`src/rtl/pool_relu_2x2.sv`:
```
// -----------------------------------------------------------------------------
// pool_relu_2x2
//   2x2 stride-2 max pooling over a raster-ordered, multi-channel signed feature
//   stream, followed by an optional ReLU. One pooled pixel (all channels) is
//   emitted per 2x2 window, one clock after the input beat that completes it.
//
// Handshake: i_feature_valid qualifies a beat. There is no ready signal; every
//   valid beat is consumed. o_pool_valid is a one-cycle pulse that qualifies
//   o_pooled / o_last_pooled; o_pooled holds its last value between pulses.
//
// Ports
//   i_clk, i_rst_n    clock (rising edge), asynchronous active-low reset
//   i_feature_valid   input pixel valid
//   i_features        signed input pixel, one sample per channel
//   i_last_feature    final pixel of the input frame
//   o_pool_valid      pooled pixel valid pulse
//   o_pooled          signed pooled pixel, one sample per channel
//   o_last_pooled     marks the final pooled pixel of a frame
//   o_sync_err        pulse: i_last_feature seen away from the frame's last pixel
//   o_dbg_col/row     current input column/row counters
//   o_dbg_state       row-phase FSM state (0 = ROW_STORE, 1 = ROW_POOL)
// -----------------------------------------------------------------------------
module pool_relu_2x2 #(
  parameter int IN_WIDTH  = 28,
  parameter int IN_HEIGHT = 28,
  parameter int NUM_CH    = 6,
  parameter int DATA_W    = 16,
  parameter int RELU_EN   = 1
) (
  input  logic                          i_clk,
  input  logic                          i_rst_n,
  input  logic                          i_feature_valid,
  input  logic signed [DATA_W-1:0]      i_features [0:NUM_CH-1],
  input  logic                          i_last_feature,
  output logic                          o_pool_valid,
  output logic signed [DATA_W-1:0]      o_pooled [0:NUM_CH-1],
  output logic                          o_last_pooled,
  output logic                          o_sync_err,
  output logic [$clog2(IN_WIDTH)-1:0]   o_dbg_col,
  output logic [$clog2(IN_HEIGHT)-1:0]  o_dbg_row,
  output logic                          o_dbg_state
);

  localparam int COL_W = $clog2(IN_WIDTH);
  localparam int ROW_W = $clog2(IN_HEIGHT);
  localparam int LB_D  = IN_WIDTH / 2;
  localparam logic [COL_W-1:0] COL_LAST = COL_W'(IN_WIDTH - 1);
  localparam logic [ROW_W-1:0] ROW_LAST = ROW_W'(IN_HEIGHT - 1);

  if ((IN_WIDTH % 2) != 0) begin : g_bad_width
    $error("pool_relu_2x2: IN_WIDTH must be even");
  end
  if ((IN_HEIGHT % 2) != 0) begin : g_bad_height
    $error("pool_relu_2x2: IN_HEIGHT must be even");
  end

  typedef enum logic {
    ROW_STORE = 1'b0,  // even row: pair-max written to the line buffer
    ROW_POOL  = 1'b1   // odd row: pair-max combined with the line buffer
  } state_e;

  state_e                    state_q, state_d;
  logic [COL_W-1:0]          col_q, col_d;
  logic [ROW_W-1:0]          row_q, row_d;
  logic signed [DATA_W-1:0]  hold_q   [0:NUM_CH-1];
  logic signed [DATA_W-1:0]  pooled_q [0:NUM_CH-1];
  logic                      valid_q, last_q, err_q;

  // Line buffer: one horizontal pair-max per window column. Not reset, since
  // each entry is always written in the even row before the odd row reads it.
  logic signed [DATA_W-1:0]  lb_q [0:LB_D-1][0:NUM_CH-1];

  logic                      at_col_end, at_frame_end, sync_bad, window_done, lb_wr;
  logic [COL_W-2:0]          lb_idx;
  logic signed [DATA_W-1:0]  hmax   [0:NUM_CH-1];
  logic signed [DATA_W-1:0]  pool_d [0:NUM_CH-1];

  always_comb begin
    at_col_end   = (col_q == COL_LAST);
    at_frame_end = at_col_end && (row_q == ROW_LAST);
    sync_bad     = i_feature_valid && i_last_feature && !at_frame_end;
    window_done  = i_feature_valid && (state_q == ROW_POOL) && col_q[0];
    lb_wr        = i_feature_valid && (state_q == ROW_STORE) && col_q[0];
    lb_idx       = col_q[COL_W-1:1];

    state_d = state_q;
    col_d   = col_q;
    row_d   = row_q;
    if (i_feature_valid) begin
      if (sync_bad) begin
        // Misplaced frame end: abandon the frame and restart at (0,0).
        col_d   = '0;
        row_d   = '0;
        state_d = ROW_STORE;
      end else if (at_col_end) begin
        col_d   = '0;
        row_d   = at_frame_end ? '0 : row_q + 1'b1;
        state_d = (at_frame_end || state_q == ROW_POOL) ? ROW_STORE : ROW_POOL;
      end else begin
        col_d = col_q + 1'b1;
      end
    end
  end

  always_comb begin
    for (int c = 0; c < NUM_CH; c++) begin
      hmax[c]   = (i_features[c] > hold_q[c]) ? i_features[c] : hold_q[c];
      pool_d[c] = (lb_q[lb_idx][c] > hmax[c]) ? lb_q[lb_idx][c] : hmax[c];
      if ((RELU_EN != 0) && (pool_d[c] < 0)) begin
        pool_d[c] = '0;
      end
    end
  end

  always_ff @(posedge i_clk or negedge i_rst_n) begin
    if (!i_rst_n) begin
      state_q <= ROW_STORE;
      col_q   <= '0;
      row_q   <= '0;
      valid_q <= 1'b0;
      last_q  <= 1'b0;
      err_q   <= 1'b0;
      for (int c = 0; c < NUM_CH; c++) begin
        hold_q[c]   <= '0;
        pooled_q[c] <= '0;
      end
    end else begin
      state_q <= state_d;
      col_q   <= col_d;
      row_q   <= row_d;
      valid_q <= window_done;
      last_q  <= window_done && at_frame_end;
      err_q   <= sync_bad;
      for (int c = 0; c < NUM_CH; c++) begin
        if (i_feature_valid && !col_q[0]) begin
          hold_q[c] <= i_features[c];
        end
        if (window_done) begin
          pooled_q[c] <= pool_d[c];
        end
      end
    end
  end

  always_ff @(posedge i_clk) begin
    if (lb_wr) begin
      for (int c = 0; c < NUM_CH; c++) begin
        lb_q[lb_idx][c] <= hmax[c];
      end
    end
  end

  assign o_pool_valid  = valid_q;
  assign o_pooled      = pooled_q;
  assign o_last_pooled = last_q;
  assign o_sync_err    = err_q;
  assign o_dbg_col     = col_q;
  assign o_dbg_row     = row_q;
  assign o_dbg_state   = state_q;

endmodule

```
`config.mk`:
```
export PLATFORM = sky130hd
export DESIGN_NAME = pool_relu_2x2
export DESIGN_NICKNAME = d
export VERILOG_FILES = /design/src/rtl/pool_relu_2x2.sv
export SDC_FILE = /design/constraint.sdc
export NUM_CORES = 2
export LEC_CHECK = 0
export ABC_CLOCK_PERIOD_IN_PS = 23800
export BUFFER_PORTS_ARGS = -buffer_cell sky130_fd_sc_hd__buf_2
export CORE_MARGIN = 2
export CORE_UTILIZATION = 50
export CTS_BUF_LIST = sky130_fd_sc_hd__clkbuf_8
export CTS_CLUSTER_SIZE = 30
export DETAILED_ROUTE_END_ITERATION = 10
export PLACE_DENSITY = 0.77
export SYNTH_ARGS = -nofsm -noshare
export SYNTH_HDL_FRONTEND = slang
export SYNTH_SLANG_ARGS = --single-unit
```
`constraint.sdc`:
```
create_clock -name i_clk -period 23.8 [get_ports i_clk]
set_clock_uncertainty 0.1 [all_clocks]
set_input_delay 0 -clock i_clk [delete_from_list [all_inputs] [get_ports i_clk]]
set_output_delay 0 -clock i_clk [all_outputs]
set_load 0.1 [all_outputs]
```
# Word-level counts from Yosys, hierarchy flattened
# Memory sizes are Yosys's and may differ from the RTL's.
# Cells that the tools add are included.
# W data, S select, Z words.
dict set report op_classes {
  n_addsub 2
  multipliers 0
  div_mod_pow 0
  magnitude_cmp 18
  eq_ne 2
  shifts 0
  mux 28
  bitwise 1
  n_reduce_logical 14
}
# op n
set ops {}
lappend ops {{$mux W16} 18}
lappend ops {{$gt A16 B16 Y1} 12}
lappend ops {{$lt A16 B1 Y1 const B} 6}
lappend ops {{$mux W5} 5}
lappend ops {{$add A5 B1 Y5 const B} 2}
lappend ops {{$eq A5 B5 Y1 const B} 2}
lappend ops {{$logic_and A1 B1 Y1} 9}
lappend ops {{$mux W1} 5}
lappend ops {{$logic_not A1 Y1} 2}
lappend ops {{$reduce_and A2 Y1} 1}
lappend ops {{$reduce_bool A2 Y1} 1}
lappend ops {{$logic_or A1 B1 Y1} 1}
lappend ops {{$not A1 Y1} 1}
dict set report word_totals {
  ff_bits 206
  latch_bits 0
  mem_bits_rw 1344
  rom_bits 0
  in_bits 100
  out_inout_bits 110
  memories 1
}
# name words word_bits read_ports rd_ports_with_merged_regs wr line
set memory_table {}
lappend memory_table {lb_q 14 96 1 0 1 71} ;# logic signed [DATA_W-1:0] lb_q [0:LB_D-1][0:NUM_CH-1];

# Depth between registers and ports, before layout
dict set report logic_depth {
  word_depth 6
  mapped_depth 27
}

# Worst setup path before layout
# OpenSTA, ideal clock, no wires.
dict set report synth_path {
  kind {reg-to-reg}
  start {reg col_q[1], in the netlist o_dbg_col[1]}
  end {mem lb_q[1][0] in the netlist's numbering, enable pin}
  setup_time_ns 0.668
  t_arrival_ns 9.734
  required_ns 23.032
  setup_slack_ns 13.298
  stages_incl_launch_ff 12
  cell_sequence {dfrtp_1 > buf_6 > buf_6 > buf_6 > buf_4 > buf_4 > buf_4 > buf_4 > buf_2 > inv_1 > or4_1 > nor3_1}
}
# item line
set synth_lines {}
lappend synth_lines {{start: declaration} 63} ;# logic [COL_W-1:0] col_q, col_d;
lappend synth_lines {{start signal: assignment} 129} ;# col_q <= col_d;
lappend synth_lines {{end: declaration} 71}
# No word-level cell before the write port.

# Worst setup path in the final report
dict set report layout_path {
  start {reg col_q[1], in the netlist o_dbg_col[1]}
  end {reg pooled_q (netlist bit o_pooled[87])}
}
dict set report layout_between {
  elab_chain_cells 5
}
# item line
set layout_rtl {}
lappend layout_rtl {{$mem_v2 Z14 W96 *} -}
lappend layout_rtl {{$gt A16 B16 Y1} 108} ;# pool_d[c] = (lb_q[lb_idx][c] > hmax[c]) ? lb_q[lb_idx][c] : hmax[c];
lappend layout_rtl {{$mux W16 *} 108}
lappend layout_rtl {{$lt A16 B1 Y1} 109} ;# if ((RELU_EN != 0) && (pool_d[c] < 0)) begin
lappend layout_rtl {{$mux W16 *} 109}
lappend layout_rtl {{end signal: indexed assignment} 139} ;# pooled_q[c] <= pool_d[c];
lappend layout_rtl {{end: declaration} 66} ;# logic signed [DATA_W-1:0] pooled_q [0:NUM_CH-1];
# Mark *: on every way between the ends. The rest lies on a longest branch, timed or not.
# A chain may end at the register's enable or synchronous reset.

==> impl_metrics.csv <==
group,metric,value,unit
run_status,status,"complete, no violations",
yosys,yosysWarnings,0,
critical_path,reg2reg_from,"o_dbg_col[1]",
detailed_routing,dr_wl_met2,75.08,mm
clocking,clock-root-buffer,"clkbuf_8",
floorplanning,die_w,365.3,um
yosys,syn_avg_cell_area,17.71,sq um
min_path,whs_endpoint,"o_pooled[19]",
floorplanning,row_count,132,
grt,grt_pass1_wl,236.2,mm
clocking,cts_tree,"yes",
timing,period_needed,7.565,ns
timing,timing.hold.ws,0.09579,ns
timing,setup_viol,0,
detailed_routing,drt-met1-wl,63.26,mm
timing,rsz0062_at_grt,"false",
yosys,synth_edf_count,1344,
clocking,clock_path_buffers,3,
power,power_density,94.28,mW/mm^2
flow_run,maxCapViolations,0,
power,power.leakage,0.02680,uW
critical_path,rr_worst_depth,16,
critical_path,worst_ep_required_time,24.55,ns
yosys,synth.most_common_cell,"edfxtp_1",
placed_design,dpl.hpwl,87.89,mm
placed_design,io_buffers,203,
clocking,htree_levels,4,
yosys,synth_area,0.06525,sq mm
layout,synthToLayoutAreaGrowth,15.91,%
floorplanning,dieArea,0.1334,sq mm
layout,layout-drive-gt1-share,24.44,%
grt,track_usage,23.71,%
clocking,clock_sinks,1544,
detailed_routing,drtAntennaViolNets,0,
detailed_routing,vias,37190,
yosys,ys_ff_latch,1544,
yosys,synthFlopType,"edfxtp_1",
yosys,yosysUniqueCellTypes,74,
clocking,cts_resized,0,
placed_design,globalplace.congestion,0.8521,
yosys,synthCells,3684,
timing,setup-tns-final,0,ns
min_path,worstHoldPathCells,4,
timing,worst_pin_slew,1.101,ns
critical_path,worstPathArrival,8.32,ns
min_path,min-delay-start,"i_features[19]",
floorplanning,core-area,0.1295,sq mm
critical_path,start_kind,"flip-flop",
timing,slew_headroom,26.09,%
yosys,yosysSeqAreaShare,69.52,%
timing,drv_slew,0,
yosys,yosys-top-cells-area,"edfxtp_1, mux4_2, dfrtp_1",
detailed_routing,initialDrtViolationCount,4058,
floorplanning,io_pins,210,
grt,first_global_vias,38150,
power,ir_worst_vdd,0.08993,mV
yosys,synth.largest_area_cell,"edfxtp_1",
min_path,hp-class,"in -> reg",
detailed_routing,highest_layer,"met5",
yosys,async_flop_share,12.95,%
layout,nets,4558,
timing,hold_viol,0,
detailed_routing,drc,0,
timing,period_share,31.79,%
clocking,clk_latency,0.94,ns
clocking,numCtsBuffers,231,
detailed_routing,drtPass1Iterations,5,
floorplanning,die_h,365.3,um
detailed_routing,via_per_inst,5.986,
detailed_routing,routed_wl,156.1,mm
clocking,postCtsSetupRepairBufs,0,
clocking,clkTransAtPathRegs,0.07,ns
layout,nFillCells,9342,
detailed_routing,drt-wirelength-per-cell,25.13,um
critical_path,reg2reg_to,"o_pooled[87]",
grt,antenna_found_initial,6,
yosys,synthTopCellsByCount,"edfxtp_1, mux4_2, inv_1, nand2_1, dfrtp_1",
yosys,synth_top_area_share,61.85,%
critical_path,endpoint_kind,"flip-flop",
critical_path,rrSetupSlack,16.23,ns
detailed_routing,met3_length,13.39,mm
floorplanning,start_util,50.39,%
critical_path,crit_type,"reg -> reg",
grt,grt_start_max_net_pins,106,
critical_path,path_max_fanout,41,
grt,grt_overflow_total,0,
timing,max_freq,132.2,MHz
[worst max-delay path by stage]
stage | startpoint | end | slack (ns) | cells past startpoint
finish | o_dbg_col[1] | o_pooled[87] | 16.23 | 16
global route | o_dbg_col[1] | o_pooled[87] | 15.73 | 16
CTS | o_dbg_col[1] | o_pooled[94] | 16.17 | 16
detailed placement | o_dbg_col[1] | o_pooled[90] | 16.18 | 16
global placement | o_dbg_col[1] | o_pooled[94] | 16.27 | 16
floorplan | o_dbg_col[1] | lb_q[1][0] | 13.30 | 11
[through the flow]
step / util (%) / instances / setup slack [ns] / instance area, sq um / total power, uW
after floorplan: - / 3689 / 13.30 / 65270 / 4508
after global placement: 52.83 / 5538 / 16.27 / 68410 / 4877
after detailed placement: 52.83 / 5538 / 16.18 / 68410 / 4917
after CTS: 58.40 / 6210 / 16.17 / 75620 / 7158
after global routing: 58.40 / 6211 / 15.73 / 75620 / 7410
final: 58.41 / 6213 / 16.23 / 75630 / 7130
[kinds of logic after synthesis]
kind of cell	share of synthesized area (%)
flip-flops	69.52
multiplexers	15.52
AO/OA/AOI/OAI	5.064
AND/OR/NAND/NOR	3.570
buffers and inverters	2.639
adder cells (fa/ha/maj)	3.605
XOR/XNOR	0.07670
other	0.005747
[registers in the layout (all words and copies together) (netlist names)]
name,count
o_last_pooled,1
o_pooled,90
o_pool_valid,1
o_dbg_col,5
o_sync_err,1
o_dbg_row,5
lb_q,1344
hold_q,96
o_dbg_state,1
[cell type report]
type                       count  area (sq um)  area share [%]
sequential                  1544         45380           60.00
multi-input combinational   1731         18310           24.21
timing repair buffer         526          4084           5.400
clock buffer                 243          3344           4.422
tap                         1742          2180           2.882
clock inverter               188          1441           1.906
inverter                     236         885.9           1.171
antenna                        3         7.507        0.009926
[report_power, final]
part | internal [uW] | switching [uW]
combinational | 465 | 1150
clock | 1180 | 1030
sequential | 3200 | 103
total | 4850 | 2280
[worst max-delay path, stage by stage (launching register included)]
cell and delay (ns):
dfrtp_4 0.85, buf_4 0.69, buf_4 0.75, buf_4 0.67, mux4_2 0.58, mux4_2 0.51, ha_1 0.33, a21o_1 0.16
a21o_1 0.17, a21o_1 0.17, a2111oi_0 0.46, o211ai_1 0.21, o32ai_1 0.30, o21ai_0 0.16, o211a_1 0.15, a211oi_2 0.86
a221o_1 0.28
[placed cells by master, fill, tap and decap left out, types with 6 or more instances in the layout]
master,instances
o221ai_1,23
buf_2,202
conb_1,6
o211ai_1,47
buf_4,81
clkinv_1,49
nand3_1,17
clkinvlp_4,7
clkbuf_8,243
dfrtp_1,196
nor2_1,51
a21o_1,38
nor3b_1,28
nand2_1,224
mux4_2,346
nor2b_1,28
o21a_1,34
bufinv_16,21
clkinv_2,44
ha_1,188
nor4_1,9
a2111oi_0,6
o21ai_0,161
nand2b_1,15
a21oi_1,81
mux2i_1,128
dlygate4sd3_1,240
edfxtp_1,1344
a221o_1,45
mux2_2,90
nor3_1,14
nand4_1,37
and3_1,17
nor2_4,10
inv_1,292
o221ai_2,11
[per-layer routing]
| metal | vias up | track usage [%] |
|---|---|---|
| met5 | - | 0 |
| met3 | 324 | 4.356 |
| met4 | 2 | 7.996 |
| met2 | 1802 | 37.63 |
| li1 | 15850 | - |
| met1 | 19210 | 33.36 |
[timing repair]
item,4_1_cts,5_1_grt
setup endpoints to repair,0,0
endpoints found under the hold margin,1684,0
hold buffers,241,0
Power figures use the tool's default switching activity.
